## config.mk

```make
export PLATFORM = sky130hd
export DESIGN_NAME = pipe_ctrl
export DESIGN_NICKNAME = d
export VERILOG_FILES = /design/src/rtl/pipe_ctrl_pkg.sv /design/src/rtl/pipe_ctrl.sv
export SDC_FILE = /design/constraint.sdc
export NUM_CORES = 1
export LEC_CHECK = 0
export BUFFER_PORTS_ARGS = -buffer_cell sky130_fd_sc_hd__buf_2
export CAP_MARGIN = 40
export CELL_PAD_IN_SITES_DETAIL_PLACEMENT = 1
export CELL_PAD_IN_SITES_GLOBAL_PLACEMENT = 1
export CORE_MARGIN = 2
export CORE_UTILIZATION = 34
export DETAILED_ROUTE_END_ITERATION = 8
export PLACE_DENSITY = 0.88
export SYNTH_ARGS = -nofsm -noshare
export SYNTH_HDL_FRONTEND = slang
export SYNTH_SLANG_ARGS = --single-unit
```

## constraint.sdc

```tcl
create_clock -name clk -period 6.17 [get_ports clk]
set_clock_uncertainty 0.05 [all_clocks]
set_input_delay 0.617 -clock clk [delete_from_list [all_inputs] [get_ports clk]]
set_output_delay 0.617 -clock clk [all_outputs]
set_load 0.02 [all_outputs]
```

## src/rtl/pipe_ctrl_pkg.sv

```systemverilog
// Shared CPU control definitions: widths, exception and control-op codes,
// the trap vector, controller state encoding and event classes.
package pipe_ctrl_pkg;

  localparam int WORD_ADDR_W = 30;
  localparam int ISA_EXP_W   = 3;
  localparam int CTRL_OP_W   = 2;

  localparam logic [ISA_EXP_W-1:0] ISA_EXP_NO_EXP     = 3'd0;
  localparam logic [ISA_EXP_W-1:0] ISA_EXP_EXT_INT    = 3'd1;
  localparam logic [ISA_EXP_W-1:0] ISA_EXP_UNDEF_INSN = 3'd2;
  localparam logic [ISA_EXP_W-1:0] ISA_EXP_OVERFLOW   = 3'd3;
  localparam logic [ISA_EXP_W-1:0] ISA_EXP_MISS_ALIGN = 3'd4;
  localparam logic [ISA_EXP_W-1:0] ISA_EXP_TRAP       = 3'd5;
  localparam logic [ISA_EXP_W-1:0] ISA_EXP_PRV_VIO    = 3'd6;

  localparam logic [CTRL_OP_W-1:0] CTRL_OP_NOP  = 2'd0;
  localparam logic [CTRL_OP_W-1:0] CTRL_OP_WRCR = 2'd1;
  localparam logic [CTRL_OP_W-1:0] CTRL_OP_ERET = 2'd2;
  localparam logic [CTRL_OP_W-1:0] CTRL_OP_HALT = 2'd3;

  localparam logic [WORD_ADDR_W-1:0] EXC_VECTOR = 30'h0000_0010;

  typedef enum logic {
    CPU_RUN  = 1'b0,
    CPU_HALT = 1'b1
  } cpu_state_t;

  // One event class per cycle, after priority resolution
  typedef enum logic [3:0] {
    EV_NONE,
    EV_BUSY,
    EV_EXC,
    EV_INT,
    EV_WAKE,
    EV_SLEEP,
    EV_ERET,
    EV_HALT,
    EV_BRANCH,
    EV_HAZARD
  } ev_t;

  // One bit per pipeline register
  typedef struct packed {
    logic if_r;
    logic id_r;
    logic ex_r;
    logic mem_r;
  } stage_t;

  localparam stage_t STG_NONE = '{if_r: 1'b0, id_r: 1'b0,
                                  ex_r: 1'b0, mem_r: 1'b0};
  localparam stage_t STG_ALL  = '{if_r: 1'b1, id_r: 1'b1,
                                  ex_r: 1'b1, mem_r: 1'b1};
  localparam stage_t STG_FRONT3 = '{if_r: 1'b1, id_r: 1'b1,
                                    ex_r: 1'b1, mem_r: 1'b0};
  localparam stage_t STG_FRONT2 = '{if_r: 1'b1, id_r: 1'b1,
                                    ex_r: 1'b0, mem_r: 1'b0};
  localparam stage_t STG_EX   = '{if_r: 1'b0, id_r: 1'b0,
                                  ex_r: 1'b1, mem_r: 1'b0};
  localparam stage_t STG_IF   = '{if_r: 1'b1, id_r: 1'b0,
                                  ex_r: 1'b0, mem_r: 1'b0};
  localparam stage_t STG_BACK3 = '{if_r: 1'b0, id_r: 1'b1,
                                   ex_r: 1'b1, mem_r: 1'b1};

  // Word address of the next sequential instruction, wrapping
  function automatic logic [WORD_ADDR_W-1:0] pc_inc(
    input logic [WORD_ADDR_W-1:0] pc
  );
    return pc + {{(WORD_ADDR_W-1){1'b0}}, 1'b1};
  endfunction

endpackage

```

## src/rtl/pipe_ctrl.sv

```systemverilog
// Pipeline hazard/exception controller: stalls, flushes, PC redirects
// and the EPC / cause / interrupt-enable / halt control state.
module pipe_ctrl
  import pipe_ctrl_pkg::*;
(
  input  logic                   clk,
  input  logic                   reset_,
  input  logic                   IDLoadHazard,
  input  logic                   MemBusy,
  input  logic                   EXBrTaken,
  input  logic [WORD_ADDR_W-1:0] EXBrTarget,
  input  logic                   MEMEn,
  input  logic [WORD_ADDR_W-1:0] MEMPC,
  input  logic [ISA_EXP_W-1:0]   MEMExpCode,
  input  logic [CTRL_OP_W-1:0]   MEMCtrlOp,
  input  logic                   IRQ,
  output logic                   IFStall,
  output logic                   IDStall,
  output logic                   EXStall,
  output logic                   MEMStall,
  output logic                   IFFlush,
  output logic                   IDFlush,
  output logic                   EXFlush,
  output logic                   MEMFlush,
  output logic                   NewPCEn,
  output logic [WORD_ADDR_W-1:0] NewPC,
  output logic [WORD_ADDR_W-1:0] EPC,
  output logic [ISA_EXP_W-1:0]   ExpCodeReg,
  output logic                   IntEn,
  output logic                   Halted
);

  cpu_state_t state;
  cpu_state_t state_nxt;
  logic [WORD_ADDR_W-1:0] epc_nxt;
  logic [ISA_EXP_W-1:0]   code_nxt;
  logic                   ie_nxt;

  ev_t    ev;
  stage_t stall;
  stage_t flush;
  stage_t flush_q;

  logic exp_pend;
  logic int_pend;
  logic eret_req;
  logic halt_req;
  logic wake_req;

  assign exp_pend = MEMEn && (MEMExpCode != ISA_EXP_NO_EXP);
  assign int_pend = IRQ && IntEn && MEMEn;
  assign eret_req = MEMEn && (MEMCtrlOp == CTRL_OP_ERET);
  assign halt_req = MEMEn && (MEMCtrlOp == CTRL_OP_HALT);
  assign wake_req = IRQ && IntEn;

  // Resolve the single highest-priority event of this cycle
  always_comb begin
    ev = EV_NONE;
    if (reset_) begin
      ev = EV_NONE;
    end else if (MemBusy) begin
      ev = EV_BUSY;
    end else if (state == CPU_HALT) begin
      ev = wake_req ? EV_WAKE : EV_SLEEP;
    end else if (exp_pend) begin
      ev = EV_EXC;
    end else if (int_pend) begin
      ev = EV_INT;
    end else if (eret_req) begin
      ev = EV_ERET;
    end else if (halt_req) begin
      ev = EV_HALT;
    end else if (EXBrTaken) begin
      ev = EV_BRANCH;
    end else if (IDLoadHazard) begin
      ev = EV_HAZARD;
    end
  end

  // Map the resolved event onto stall, flush and redirect controls
  always_comb begin
    stall   = STG_NONE;
    flush   = STG_NONE;
    NewPCEn = 1'b0;
    NewPC   = '0;
    unique case (ev)
      EV_BUSY: begin
        stall = STG_ALL;
      end
      EV_EXC, EV_INT, EV_WAKE: begin
        flush   = STG_ALL;
        NewPCEn = 1'b1;
        NewPC   = EXC_VECTOR;
      end
      EV_SLEEP: begin
        stall = STG_IF;
        flush = STG_BACK3;
      end
      EV_ERET: begin
        flush   = STG_FRONT3;
        NewPCEn = 1'b1;
        NewPC   = EPC;
      end
      EV_HALT: begin
        flush = STG_FRONT3;
      end
      EV_BRANCH: begin
        flush   = STG_FRONT2;
        NewPCEn = 1'b1;
        NewPC   = EXBrTarget;
      end
      EV_HAZARD: begin
        stall = STG_FRONT2;
        flush = STG_EX;
      end
      default: begin
      end
    endcase
  end

  // A held register must never also be bubbled
  assign flush_q = flush & ~stall;

  assign IFStall  = stall.if_r;
  assign IDStall  = stall.id_r;
  assign EXStall  = stall.ex_r;
  assign MEMStall = stall.mem_r;
  assign IFFlush  = flush_q.if_r;
  assign IDFlush  = flush_q.id_r;
  assign EXFlush  = flush_q.ex_r;
  assign MEMFlush = flush_q.mem_r;
  assign Halted   = (state == CPU_HALT);

  // Next control state for traps, returns and halt/wake transitions
  always_comb begin
    state_nxt = state;
    epc_nxt   = EPC;
    code_nxt  = ExpCodeReg;
    ie_nxt    = IntEn;
    unique case (ev)
      EV_EXC: begin
        epc_nxt  = MEMPC;
        code_nxt = MEMExpCode;
        ie_nxt   = 1'b0;
      end
      EV_INT: begin
        epc_nxt  = MEMPC;
        code_nxt = ISA_EXP_EXT_INT;
        ie_nxt   = 1'b0;
      end
      EV_WAKE: begin
        state_nxt = CPU_RUN;
        code_nxt  = ISA_EXP_EXT_INT;
        ie_nxt    = 1'b0;
      end
      EV_ERET: begin
        ie_nxt = 1'b1;
      end
      EV_HALT: begin
        state_nxt = CPU_HALT;
        epc_nxt   = pc_inc(MEMPC);
      end
      default: begin
      end
    endcase
  end

  // Control state register with asynchronous reset
  always_ff @(posedge clk or posedge reset_) begin
    if (reset_) begin
      state      <= CPU_RUN;
      EPC        <= '0;
      ExpCodeReg <= ISA_EXP_NO_EXP;
      IntEn      <= 1'b0;
    end else begin
      state      <= state_nxt;
      EPC        <= epc_nxt;
      ExpCodeReg <= code_nxt;
      IntEn      <= ie_nxt;
    end
  end

endmodule

```

---- Word-level counts from Yosys, hierarchy flattened ----
Cells that the tools add are included.
word-level totals
  flip-flop bits (word level) ............. 35
cells by class
  reduce and logical (&&, ||, !) cells .... 15
  multiplexer cells ....................... 18
  equality and inequality tests ........... 11
  bitwise gates (word level) .............. 2
  $add $sub $neg .......................... 1
operator list
  kind                                                              number
  30-bit case mux with 3 select lines                               1
  30-bit case mux with 2 select lines                               1
  4-bit 2-to-1 mux                                                  9
  30-bit by 1-bit adder with 30-bit output (second input constant)  1
  4-bit case mux with 5 select lines                                1
  4-bit by 3-bit == test with 1-bit output (second input constant)  4
  4-bit case mux with 3 select lines                                1
  4-bit by 2-bit == test with 1-bit output (second input constant)  2
  4-bit == test (second input constant)                             2
  2-bit nonzero test                                                4
  3-bit case mux with 2 select lines                                1
  2-bit OR reduction                                                3
  1-bit logical AND                                                 5
  5-bit OR reduction                                                1
  4-bit bitwise AND                                                 1
  2-bit == test (second input constant)                             2
  4-bit by 1-bit == test with 1-bit output (second input constant)  1
  4-bit NOT                                                         1
  1-bit case mux with 2 select lines                                2
  3-bit nonzero test                                                1
  3-bit OR reduction                                                1
  1-bit 2-to-1 mux                                                  2

---- Longest topological paths before layout ----
  depth after elaboration ................. 13
  mapped depth ............................ 9
  mapped depth without buffers ............ 6

---- Least setup slack after synthesis ----
No wires, ideal clock.
  path kind ............................... in2out
  start ................................... in reset_
  end ..................................... out NewPC[10]
  arrival ................................. 2.784 ns
  stages on the path ...................... 7
  path slack .............................. 2.719 ns
  path through ............................ inv_1 o21ai_0 o21ai_1 nor2_1 buf_2 buf_1 a22o_1
between the ends
  longest elaborated chain between the ends .. 4
  elaborated cells between the ends (all ways) .. 8
  those cells by class .................... eq/ne: 5; mux: 2; reduce/logical: 1
RTL lines
  item                                                                                                  RTL line         source
  start: declaration                                                                                    pipe_ctrl.sv:7   input logic reset_,
  4-bit 2-to-1 mux (*)                                                                                  pipe_ctrl.sv:59  if (reset_) begin
  4-bit by 3-bit == test with 1-bit output or 4-bit by 2-bit == test with 1-bit output (tied branches)  pipe_ctrl.sv:86  unique case (ev)
  3-bit OR reduction (no source line)                                                                   --
  30-bit case mux with 3 select lines (*)                                                               pipe_ctrl.sv:86
  end: declaration                                                                                      pipe_ctrl.sv:26  output logic [WORD_ADDR_W-1:0] NewPC,
Mark *: on every way between the ends. The rest lies on a longest branch, timed or not.

---- Worst setup path in the final report ----
  start ................................... in MEMExpCode[0]
  end ..................................... out NewPC[2]
between the ends
  longest elaborated chain between the ends .. 9
  elaborated cells between the ends (all ways) .. 13
  those cells by class .................... eq/ne: 5; mux: 5; reduce/logical: 3
RTL lines
  item                                                                                                  RTL line         source
  start: declaration                                                                                    pipe_ctrl.sv:14  input logic [ISA_EXP_W-1:0] MEMExpCode,
  3-bit nonzero test (*)                                                                                pipe_ctrl.sv:50  assign exp_pend = MEMEn && (MEMExpCode != ISA_EXP_NO_EXP);
  1-bit logical AND (*)                                                                                 pipe_ctrl.sv:50
  4-bit 2-to-1 mux (*)                                                                                  pipe_ctrl.sv:65  end else if (exp_pend) begin
  4-bit 2-to-1 mux (*)                                                                                  pipe_ctrl.sv:63  end else if (state == CPU_HALT) begin
  4-bit 2-to-1 mux (*)                                                                                  pipe_ctrl.sv:61  end else if (MemBusy) begin
  4-bit 2-to-1 mux (*)                                                                                  pipe_ctrl.sv:59
  4-bit by 3-bit == test with 1-bit output or 4-bit by 2-bit == test with 1-bit output (tied branches)  pipe_ctrl.sv:86
  3-bit OR reduction (no source line)                                                                   --
  30-bit case mux with 3 select lines (*)                                                               pipe_ctrl.sv:86
Marked as above.

==> results.md <==
- CP max FO: 17
- # diodes: 0
- Post-CTS sizing: 0
- Final Util: a little under half
- Largest cells by area after synthesis: dfrtp_1, a22o_1, a21oi_1
- CP Cell Sequence: buf_2 -> o31a_1 -> or3_1 -> o21ai_1 -> nor2_2 -> buf_4 -> a22o_1 -> buf_2
- FF+latch area: 876 sq um
- Rows: 32
- GRT Total Usage: 23.9%
- Yosys reg bits: 35
- M1 wire length: between 4000 and 5000 um
- Seq pwr share: a little over two fifths
- Worst path max stage delay: 0.67 ns
- CP dominant cell by count: buf_2
- Dominant cell type by area after synthesis: dfrtp_1
- Max stage delay cell, worst path: o21ai_1
- Combinational power share: between 30% and 40%
- Power density over the cells: about 210 mW/mm^2
- Fmax: 267 MHz
- Final Cycle Share: between 60% and 70%
- Post-synthesis sequential area ratio: between 30% and 40%
- RD Place Congestion: between 0.8 and 0.9
- Hold Path Class: in2async
- Post-synthesis compound-gate area fraction: 31.8%
- Crit path buffers/inverters: 3
- Layout area overhead: 33.3%
- Min Hold Slack: roughly 0.45 ns
- Die Span Y: 92.7 um
- Leak pwr: 1.60 nW
- Final hold violations: 0
- Final setup viols: 0
- Die width: approximately 93 um
- Net Sw Frac: around two fifths
- Crit path time final: about 3.7 ns
- Worst-Skew Late Latency: 0.29 ns
- Remaining DRCs: 0
- Met3 WL post-DR: slightly below 700 um
- Setup Fix Bufs, Post-CTS: 0
- Setup_tns: 0 ns
- Top Metal Used: met4
- Inserted Clock Buffers: 5
- Internal power: 0.000446 W
- Crit path max-delay family: compound AO/OA/AOI/OAI gates
- Xor-xnor portion of the synthesized cell area: under 10%
- Unique masters post-synth: 50
- Clk pwr share: between 20% and 30%
- Mux cell area share after synthesis: around 3.3%
- Core Box Area: slightly below 0.008 sq mm
- Main combinational cell family by area after synthesis: compound AO/OA/AOI/OAI gates
- Vias post-DR: ~3200
- Worst-Margin Slew: ~0.83 ns
- Clock Sinks: 35
- RSZ-0062 raised after global routing: no
- CTS clock-pin slew for the worst setup and hold paths: approximately 0.080 ns
- Drt total wl: 10100 um
- Status: finished, final reports clean
- Post-route ant nets: 0
- Critical Path AT: slightly above 3 ns
- Avg Inst Size Synth: about 8.5 sq um
- CTS H-tree lvls: 2
- Initial Util: 34.8%
- R2R setup slack: roughly 3.5 ns
- Simple-Gate Fraction of Synth Area: between 20% and 30%
- DR pass1 iterations: 4
- # IOs: roughly 150
- Worst path required time: about 5.5 ns
- CTS tree: built
- Maximum VDD drop: 0.0000708 V
- Largest net degree at the start of global routing: 36
- CTS Buffer Depth: 2
- Mean number of vias per cell: 5.72
- Crit. End Element: primary output
- Max-slew violation count: 0
- Port bufs: approximately 150
- Synthesized instance count: approximately 310
- NetSw: approximately 0.00029 W
- Dpl hpwl: between 7000 and 8000 um
- Proportion of layout cells with a drive suffix above 1: 39.1%
- WL/cell: 18.2 um
- Top cell type's share of synthesized area: roughly 33%
- Multi-input gate area in the final layout: 0.00167 sq mm
- First-pass GRT wire length: 16300 um
- Crit Path Class: in2out
- DRT iter0 DRCs: around 160
- Worst setup SP type: input pin
- Adder-cell area share of the yosys netlist: less than 1%
- Final nets: 525
- Synthesized Nets: between 300 and 400
- Max-cap violations: 0
- Fillers: between 900 and 1000
- Synth warn: 0
- Hold buffers post-CTS: 0
- Syn Std Cell Area: ~0.0027 sq mm
- Die ar.: 0.00860 sq mm
- Routed wl met2: between 4000 and 5000 um
- Normalized max-slew margin: 44.0%
- Initial antenna violation count: 0
- Vias in the first global route: 3107
- Clock Tree Root: clkbuf_8
- Grt ovf: 0
[sequential cells by signal, indices dropped and copies added, names as in the netlist]
signal	flops
ExpCodeReg	3
EPC	30
IntEn	1
Halted	1
[path summary, 6_finish.rpt]
path | startpoint | endpoint | cells past startpoint
min | reset_ | EPC[28]$_DFFE_PP0P_ | 3
min reg2reg | ExpCodeReg[1]$_DFFE_PP0N_ | ExpCodeReg[1]$_DFFE_PP0N_ | 1
max | MEMExpCode[0] | NewPC[2] | 8
max in group asynchronous | reset_ | EPC[7]$_DFFE_PP0P_ | 3
max reg2reg | Halted$_DFFE_PP0P_ | EPC[7]$_DFFE_PP0P_ | 6
min in group clk | ExpCodeReg[1]$_DFFE_PP0N_ | ExpCodeReg[1]$_DFFE_PP0N_ | 1
[kinds of logic (layout without fill, tap and decap cells)]
logic type	Yosys count	in the layout
AOI/OAI and AO/OA	122	122
xor gates and xnor gates	10	10
adders and majority gates	1	1
buffers and inverters	29	168
DFF	35	35
muxes	8	8
and+or+nand+nor	109	109
[placed cells by master, fill, tap and decap left out, types with 3 or more instances in the layout]
master and instances:
or4_1 9, buf_2 145, o41ai_1 7, o31ai_1 8, clkbuf_8 5, nor4_1 7, a31oi_1 19, and4_1 3
nand3_1 15, dfrtp_1 35, a22o_1 31, mux2_2 7, xnor2_1 8, nor2_1 12, or2_2 3, or3_1 7
nor3_1 6, o21ai_0 12, a21oi_1 29, o21a_1 3, nand2_1 19, nand4_1 15, buf_4 5, nor2_2 3
inv_1 9
[Yosys cell counts (all sizes together)]
cell type / n
mux2: 7
a21o: 1
a22o: 31
or4: 9
nand3: 15
ha: 1
nor2: 15
and3: 1
nand2: 20
and2: 1
o31ai: 8
o41ai: 7
xor2: 2
mux2i: 1
nor4: 8
a21bo: 1
buf: 9
a21oi: 30
nor3: 7
o311ai: 1
clkbuf: 11
or2: 3
o31a: 1
a22oi: 1
o211ai: 1
o21ai: 13
a31oi: 19
and4: 3
inv: 9
o21a: 3
a211oi: 1
xnor2: 8
o311a: 1
a21boi: 1
or3: 8
nand4: 15
nand4b: 1
a2111o: 1
a32oi: 1
nand2b: 2
or4b: 1
dfrtp: 35
[through the flow]
stage	instance area, sq um	setup slack [ns]	cells	total power (W)
3_5_place_dp	3490	2.41	547	0.000575
4_1_cts	3570	2.42	555	0.000743
5_1_grt	3570	2.18	555	0.000782
3_3_place_gp	3470	2.46	546	0.000566
6_report	3570	2.42	555	0.000738
2_1_floorplan	2680	2.72	314	0.000455
[layout make-up]
cell class / instances / area share (%)
Sequential cell: 35 / 24.5
Clock inverter: 1 / 0.140
Tap cell: 102 / 3.58
Inverter: 9 / 0.947
Clock buffer: 7 / 2.14
Multi-Input combinational cell: 250 / 46.8
Timing Repair Buffer: 151 / 21.8
[routing by layer]
| layer | track usage, % | vias to the layer above |
|---|---|---|
| met3 | 3.17 | 8 |
| li1 | - | 1526 |
| met1 | 31.6 | 1525 |
| met5 | 0 | - |
| met4 | 4.90 | 0 |
| met2 | 41.9 | 113 |
[worst min-delay path: cells and delay by family]
| family | cells | cell delay, ns |
|---|---|---|
| buf+inv | 3 | 0.60 |
[power groups by stage]
stage | combinational, W | clock, W | sequential (W)
after floorplan | 0.0000982 | 0 | 0.000357
after global placement | 0.000254 | 0 | 0.000312
after detailed placement | 0.000262 | 0 | 0.000313
after CTS | 0.000262 | 0.000172 | 0.000309
after global routing | 0.000282 | 0.000183 | 0.000316
final | 0.000261 | 0.000169 | 0.000308
No activity file was read; power rests on OpenSTA's default activity.
